**src/rtl/instruction_fetch_unit_if.sv**
```systemverilog
// Fetch-stage bundle: instruction memory port, hazard/redirect controls and IF/ID outputs.
// master = fetch unit side, slave = pipeline/memory side.
`timescale 1ns/1ps

interface instruction_fetch_unit_if;
    logic [31:0] InstrAddress;
    logic [31:0] InstrIn;
    logic        Stall;
    logic        Redirect;
    logic [31:0] RedirectTarget;
    logic [31:0] IF_Instruction;
    logic [31:0] IF_PCPlus4;
    logic        IF_Valid;
    logic        FetchFault;
    logic [31:0] FetchCount;

    modport master (
        output InstrAddress,
        output IF_Instruction,
        output IF_PCPlus4,
        output IF_Valid,
        output FetchFault,
        output FetchCount,
        input  InstrIn,
        input  Stall,
        input  Redirect,
        input  RedirectTarget
    );

    modport slave (
        input  InstrAddress,
        input  IF_Instruction,
        input  IF_PCPlus4,
        input  IF_Valid,
        input  FetchFault,
        input  FetchCount,
        output InstrIn,
        output Stall,
        output Redirect,
        output RedirectTarget
    );
endinterface

```
**src/rtl/instruction_fetch_unit.sv**
```systemverilog
// MIPS fetch stage: owns the PC, reads a combinational instruction memory and fills IF/ID.
// Handles stall, redirect-with-flush, and a sticky fault on misaligned/out-of-range PCs.
`timescale 1ns/1ps

module instruction_fetch_unit #(
    parameter logic [31:0] RESET_PC  = 32'h0000_0000,
    parameter int unsigned MEM_WORDS = 1024
) (
    input  logic                     Clk,
    input  logic                     Reset,
    instruction_fetch_unit_if.master bus
);

    typedef enum logic [1:0] {
        BOOT  = 2'd0,
        RUN   = 2'd1,
        FAULT = 2'd2
    } state_e;

    localparam logic [29:0] WORD_LIMIT = 30'(MEM_WORDS);

    state_e      state_q, state_d;
    logic [31:0] pc_q, pc_d;
    logic [31:0] instr_q, instr_d;
    logic [31:0] pcp4_q, pcp4_d;
    logic        valid_q, valid_d;
    logic        fault_q, fault_d;
    logic [31:0] count_q, count_d;

    logic [31:0] pc_plus4;
    logic        pc_bad;

    assign pc_plus4 = pc_q + 32'd4;
    assign pc_bad   = (pc_q[1:0] != 2'b00) || (pc_q[31:2] >= WORD_LIMIT);

    always_comb begin
        // NOTE: every next-state signal gets its hold value first, so no path through the case can infer a latch.
        state_d = state_q;
        pc_d    = pc_q;
        instr_d = instr_q;
        pcp4_d  = pcp4_q;
        valid_d = valid_q;
        fault_d = fault_q;
        count_d = count_q;

        unique case (state_q)
            BOOT: begin
                state_d = RUN;
            end

            RUN: begin
                if (bus.Redirect) begin
                    // A redirect wins even over a bad current PC: that PC is on the wrong path.
                    pc_d    = bus.RedirectTarget;
                    instr_d = 32'd0;
                    pcp4_d  = 32'd0;
                    valid_d = 1'b0;
                end else if (pc_bad) begin
                    state_d = FAULT;
                    fault_d = 1'b1;
                    instr_d = 32'd0;
                    valid_d = 1'b0;
                end else if (!bus.Stall) begin
                    pc_d    = pc_plus4;
                    instr_d = bus.InstrIn;
                    pcp4_d  = pc_plus4;
                    valid_d = 1'b1;
                    count_d = count_q + 32'd1;
                end
            end

            FAULT: begin
                valid_d = 1'b0;
            end

            default: begin
                state_d = FAULT;
                fault_d = 1'b1;
                valid_d = 1'b0;
            end
        endcase
    end

    always_ff @(posedge Clk or negedge Reset) begin
        if (!Reset) begin
            state_q <= BOOT;
            pc_q    <= RESET_PC;
            instr_q <= 32'd0;
            pcp4_q  <= 32'd0;
            valid_q <= 1'b0;
            fault_q <= 1'b0;
            count_q <= 32'd0;
        end else begin
            // NOTE: state registers use non-blocking assignments so every flop samples pre-edge values.
            state_q <= state_d;
            pc_q    <= pc_d;
            instr_q <= instr_d;
            pcp4_q  <= pcp4_d;
            valid_q <= valid_d;
            fault_q <= fault_d;
            count_q <= count_d;
        end
    end

    assign bus.InstrAddress   = pc_q;
    assign bus.IF_Instruction = instr_q;
    assign bus.IF_PCPlus4     = pcp4_q;
    assign bus.IF_Valid       = valid_q;
    assign bus.FetchFault     = fault_q;
    assign bus.FetchCount     = count_q;

endmodule

```
**src/flat_wrapper.sv**
```systemverilog
// flat-port wrapper written by rule: the top's interface ports become plain ports
module instruction_fetch_unit_flat 
#(
    parameter logic [31:0] RESET_PC  = 32'h0000_0000,
    parameter int unsigned MEM_WORDS = 1024
)
  (Clk, Reset, bus_InstrAddress, bus_IF_Instruction, bus_IF_PCPlus4, bus_IF_Valid, bus_FetchFault, bus_FetchCount, bus_InstrIn, bus_Stall, bus_Redirect, bus_RedirectTarget);
  instruction_fetch_unit_if bus_i ();
  input  logic Clk;
  input  logic Reset;
  output wire logic [$bits(bus_i.InstrAddress)-1:0] bus_InstrAddress;
  output wire logic [$bits(bus_i.IF_Instruction)-1:0] bus_IF_Instruction;
  output wire logic [$bits(bus_i.IF_PCPlus4)-1:0] bus_IF_PCPlus4;
  output wire logic [$bits(bus_i.IF_Valid)-1:0] bus_IF_Valid;
  output wire logic [$bits(bus_i.FetchFault)-1:0] bus_FetchFault;
  output wire logic [$bits(bus_i.FetchCount)-1:0] bus_FetchCount;
  input wire logic [$bits(bus_i.InstrIn)-1:0] bus_InstrIn;
  input wire logic [$bits(bus_i.Stall)-1:0] bus_Stall;
  input wire logic [$bits(bus_i.Redirect)-1:0] bus_Redirect;
  input wire logic [$bits(bus_i.RedirectTarget)-1:0] bus_RedirectTarget;
  assign bus_InstrAddress = bus_i.InstrAddress;
  assign bus_IF_Instruction = bus_i.IF_Instruction;
  assign bus_IF_PCPlus4 = bus_i.IF_PCPlus4;
  assign bus_IF_Valid = bus_i.IF_Valid;
  assign bus_FetchFault = bus_i.FetchFault;
  assign bus_FetchCount = bus_i.FetchCount;
  assign bus_i.InstrIn = bus_InstrIn;
  assign bus_i.Stall = bus_Stall;
  assign bus_i.Redirect = bus_Redirect;
  assign bus_i.RedirectTarget = bus_RedirectTarget;
  instruction_fetch_unit #(.RESET_PC(RESET_PC), .MEM_WORDS(MEM_WORDS)) u_core (.Clk(Clk), .Reset(Reset), .bus(bus_i));
endmodule
```
**config.mk**
```make
export PLATFORM = sky130hd
export DESIGN_NAME = instruction_fetch_unit_flat
export DESIGN_NICKNAME = d
export VERILOG_FILES = /design/src/rtl/instruction_fetch_unit_if.sv /design/src/rtl/instruction_fetch_unit.sv /design/src/flat_wrapper.sv
export SDC_FILE = /design/constraint.sdc
export NUM_CORES = 1
export LEC_CHECK = 0
export CORE_ASPECT_RATIO = 0.5
export CORE_MARGIN = 2
export CORE_UTILIZATION = 45
export DETAILED_ROUTE_END_ITERATION = 10
export PLACE_DENSITY = 0.81
export SKIP_CTS_REPAIR_TIMING = 1
export SYNTH_ARGS = -nofsm -noshare
export SYNTH_HDL_FRONTEND = slang
export SYNTH_SLANG_ARGS = --single-unit
```
**constraint.sdc**
```tcl
create_clock -name Clk -period 3.5 [get_ports Clk]
set_clock_uncertainty 0.05 [all_clocks]
set_input_delay 0.525 -clock Clk [delete_from_list [all_inputs] [get_ports Clk]]
set_output_delay 0.525 -clock Clk [all_outputs]
set_load 0.01 [all_outputs]
```
### Yosys cells after proc, flatten, opt, wreduce, memory -nomap -nowiden

Cells that the tools add are included.

* ROM bits: 0
* register bits: 132
* RAM bits: 0
* latch bits: 0
* bits of input ports: 68
* output and inout bits: 130
* memories kept: 0
* word-level logic and storage cells: 51

* reduce and logical (&&, ||, !) cells: 10
* bitwise operators: 6
* magnitude comparators: 1
* multiply operators: 0
* equality and inequality tests: 8
* muxes and demuxes: 17
* shift-type cells: 0
* divide/modulo/power cells: 0
* $add $sub $neg: 2

Operator list (number)
* 32-bit two-way mux: 7
* 32-bit by 1-bit adder with 32-bit output (second input constant): 1
* 32-bit by 3-bit adder with 32-bit output (second input constant): 1
* 30-bit by 11-bit >= comparator with 1-bit output (second input constant): 1
* 3-bit AND reduction: 3
* 1-bit inverter: 6
* 2-bit case mux with 3 select lines: 1
* 1-bit two-way mux: 5
* 2-bit two-way mux: 2
* 2-bit by 1-bit != test with 1-bit output (second input constant): 2
* 2-bit != test (second input constant): 2
* 4-bit by 3-bit != test with 1-bit output (second input constant): 1
* 1-bit case mux with 2 select lines: 2
* 2-bit AND reduction: 2
* 4-bit AND reduction: 1
* 3-bit by 1-bit != test with 1-bit output (second input constant): 1
* 2-bit by 1-bit == test with 1-bit output (second input constant): 1
* 2-bit == test (second input constant): 1
* 2-bit logical NOT: 1
* 2-bit nonzero test: 1
* 2-bit OR reduction: 1
* 1-bit logical OR: 1

### Longest topological paths before layout

* depth in word-level cells: 5
* mapped depth: 8
* depth with buffers taken out: 6

### Least setup slack after synthesis

Ideal clock, no wire load.

* path type: register to register
* from: reg u_core.pc_q[22], in the netlist u_core.bus.InstrAddress[22]
* to: reg u_core.count_q[14], in the netlist u_core.bus.FetchCount[14]
* slack: 915 ps
* data required time: 3324 ps
* stages on the path, launching flop included: 7
* period minus slack after synthesis: 2585 ps
* library setup time: 126 ps
* path buffers: 1
* arrival time: 2410 ps
* cells stage by stage: dfrtp_1 or4_1 or4_4 buf_6 nor4_4 nand4_1 xnor2_1

* longest elaborated chain between the ends: 4

RTL lines
* start, declared: RTL line instruction_fetch_unit.sv:23 `logic [31:0] pc_q, pc_d;`
* start signal, assigned: RTL line instruction_fetch_unit.sv:96 `pc_q <= pc_d;`
* 30-bit by 11-bit >= comparator with 1-bit output: RTL line instruction_fetch_unit.sv:34 `assign pc_bad = (pc_q[1:0] != 2'b00) || (pc_q[31:2] >= WORD_LIMIT);`
* 1-bit logical OR: RTL line instruction_fetch_unit.sv:34
* 1-bit inverter (no source line)
* 4-bit AND reduction (no source line)
* end signal, assigned: RTL line instruction_fetch_unit.sv:101 `count_q <= count_d;`
* end, declared: RTL line instruction_fetch_unit.sv:28 `logic [31:0] count_q, count_d;`

No other way between the ends.
A chain may end at the register's enable or synchronous reset.

### Worst setup path in the final report

* from: reg u_core.pc_q[16], in the netlist u_core.bus.InstrAddress[16]
* to: reg u_core.count_q[20], in the netlist u_core.bus.FetchCount[20]

Same word-level chain as after synthesis.

==> impl_metrics.ini <==
[global_route]
first_global_vias = 4360
antenna_found_initial = 0
overflow = 0
grt_use_total_pct = 22.5
grt_first_pass_wirelength_um = 23000
grt_max_degree = 86

[clock_tree]
clock_path_buffers = 2
h-tree-depth = 4
cts_tree = done
clock_sinks = 132
clk_pin_slew_ns = 0.06
cts_root_buffer = clkbuf_16
cts-buffers-inserted = 17
clk_latency_ns = 0.42

[synth]
ys_seq_area_share_pct = 60.5
synthAdderAreaFrac_pct = 0.687
synthXorXnorAreaFrac_pct = 7.53
synthMuxAreaShare_pct = 0.756
synthTopCellsByCount = dfrtp_1, nand2_1, a22o_1
synth-main-ff-cell = dfrtp_1
yosys.area_share.simple_pct = 18.4
syn-num-nets = 546
async_reset_ff_share_pct = 100
ys_ff_latch = 132
synth_area_leader_cell = dfrtp_1
synth_top_area_share_pct = 60.5
yosysMostFrequentCell = dfrtp_1
synth_area_per_cell_um2 = 11.5
synth_compound_area_share_pct = 9.82
synth_edf_count = 0
syn_inst = 475
yosysWarnings = 0
synth_area_leaders = dfrtp_1, a22o_1, nand2_1
synth_cell_types = 47
syn_area_um2 = 5460
synth_top_family_by_area = simple AND/OR/NAND/NOR gates

[final_layout]
drive_gt1_share_pct = 8.25
n_antenna_cell = 0
finalNonFillerCells = 856
design_area_um2 = 8290
syn_to_final_growth_pct = 51.7
nets = 749

[die]
die_y_um = 81.9
pin_count = 198
initial_core_util_pct = 46.1
core_um2 = 11800
dieArea_um2 = 13100
row_count = 28
die_x_um = 160

[sta]
fin_crit_ns = 2.79
final-setup-viol-count = 0
max_slew_margin_pct = 44.0
fin_setup_tns_ns = 0
fmax_ghz = 0.359
hold_violations = 0
post-route-period-util_pct = 79.6
slew_viol_final = 0
rsz0062_at_grt = false
worstMarginPinSlew_ns = 0.838
holdWs_ns = 0.0916
setup_ws_ns = 0.713

[worst_setup_path]
reg2reg_to = u_core.bus.FetchCount[20]
cp_max_fo = 12
cp.arrival_ns = 3.03
worstSetupEndpointType = register
rr_startpoint = u_core.bus.InstrAddress[16]
r2r_slack_ns = 0.71
path_class = register to register
required_ns = 3.74
reg2reg_depth = 5
cp-start-kind = register

[routing]
ant_nets = 0
wl_per_cell_um = 17.4
drcViolationCount = 0
first_pass_iters = 4
vias = 4423
first_iter_violations = 292
avgViaCountPerCell = 5.17
wirelength_um = 14900

[status]
run_status = completed

[place]
gp_congestion = 0.793
hpwl_um = 10200
io_buffers = 197
dp_cells = 824
dp_slack_ns = 0.586
place_area_um2 = 7660

[job]
cap_viol_max_count = 0

[hold_path]
hp-class = primary input to async pin

[power_and_ir_drop]
vdd_drop_max_mv = 0.300
p_leak_nw = 3.65
power_density_nw_per_um2 = 509
layer usage:
metal | global-route usage (%) | up-vias | wire (µm)
met5 | 0 | - | 0
met1 | 29.3 | 2221 | 6480
met3 | 5.15 | 15 | 775
met2 | 38.1 | 116 | 7520
li1 | - | 2071 | -
met4 | 7.57 | 0 | 129
report_power, final:
group,switching (mW),internal (mW)
Sequential,0.0979,1.64
Combinational,0.262,0.321
Clock,0.705,1.20
Total,1.07,3.15
layout by cell type, fill, tap and decap left out, types with 9 or more instances in the layout:
cell,instances
xor2_1,11
clkbuf_16,17
nand4_1,17
buf_4,9
clkdlybuf4s50_1,196
and2_1,25
dfrtp_1,132
nand3_1,15
a22o_1,38
xnor2_1,36
nor4_1,9
nand2_1,87
worst max-delay path, cell delays in order, from the launching register on:
cell and delay (ns):
dfrtp_1 0.39, or4_1 0.57, or4_4 0.67, nor4_4 0.63, nand3_1 0.19, xnor2_1 0.16
logic make-up (layout without fill, tap and decap cells):
group | Yosys count | in the layout
flip-flops | 132 | 132
AO/OA/AOI/OAI | 70 | 70
AND/OR/NAND/NOR | 191 | 191
multiplexers | 4 | 4
XOR/XNOR | 47 | 47
adder cells (fa/ha/maj) | 3 | 3
buffers and inverters | 28 | 244
worst max path at each step:
stage                                startpoint                   endpoint  slack (ns)  cells past startpoint
global route        u_core.bus.InstrAddress[22]  u_core.bus.FetchCount[18]        0.60                      5
global placement                      bus_Stall  u_core.bus.FetchCount[23]        0.59                      7
CTS                 u_core.bus.InstrAddress[16]  u_core.bus.FetchCount[20]        0.71                      5
detailed placement                    bus_Stall  u_core.bus.FetchCount[23]        0.59                      7
finish              u_core.bus.InstrAddress[16]  u_core.bus.FetchCount[20]        0.71                      5
floorplan           u_core.bus.InstrAddress[22]  u_core.bus.FetchCount[14]        0.91                      6
metrics by stage:
step	power, mW	util (%)
finish	4.22	70.0
floorplan	1.95	-
detailed placement	2.35	64.7
global placement	2.33	64.7
global route	4.37	70.0
CTS	4.26	70.0
cell type report:
type | count | area (µm²)
inverters | 4 | 15.0
flip-flops and latches | 132 | 3300
multi-input cells | 315 | 2050
repair buffers | 208 | 2080
clock buffers | 17 | 425
well taps | 165 | 206
fillers | 886 | 3550
clock inverters | 15 | 204
flip-flops by register name, summed over array words and instances, names as in the netlist:
register                   count
u_core.bus.IF_Valid            1
u_core.bus.InstrAddress       32
u_core.state_q                 2
u_core.bus.FetchFault          1
u_core.bus.IF_PCPlus4         32
u_core.bus.FetchCount         32
u_core.bus.IF_Instruction     32
Power figures use the tool's default switching activity.
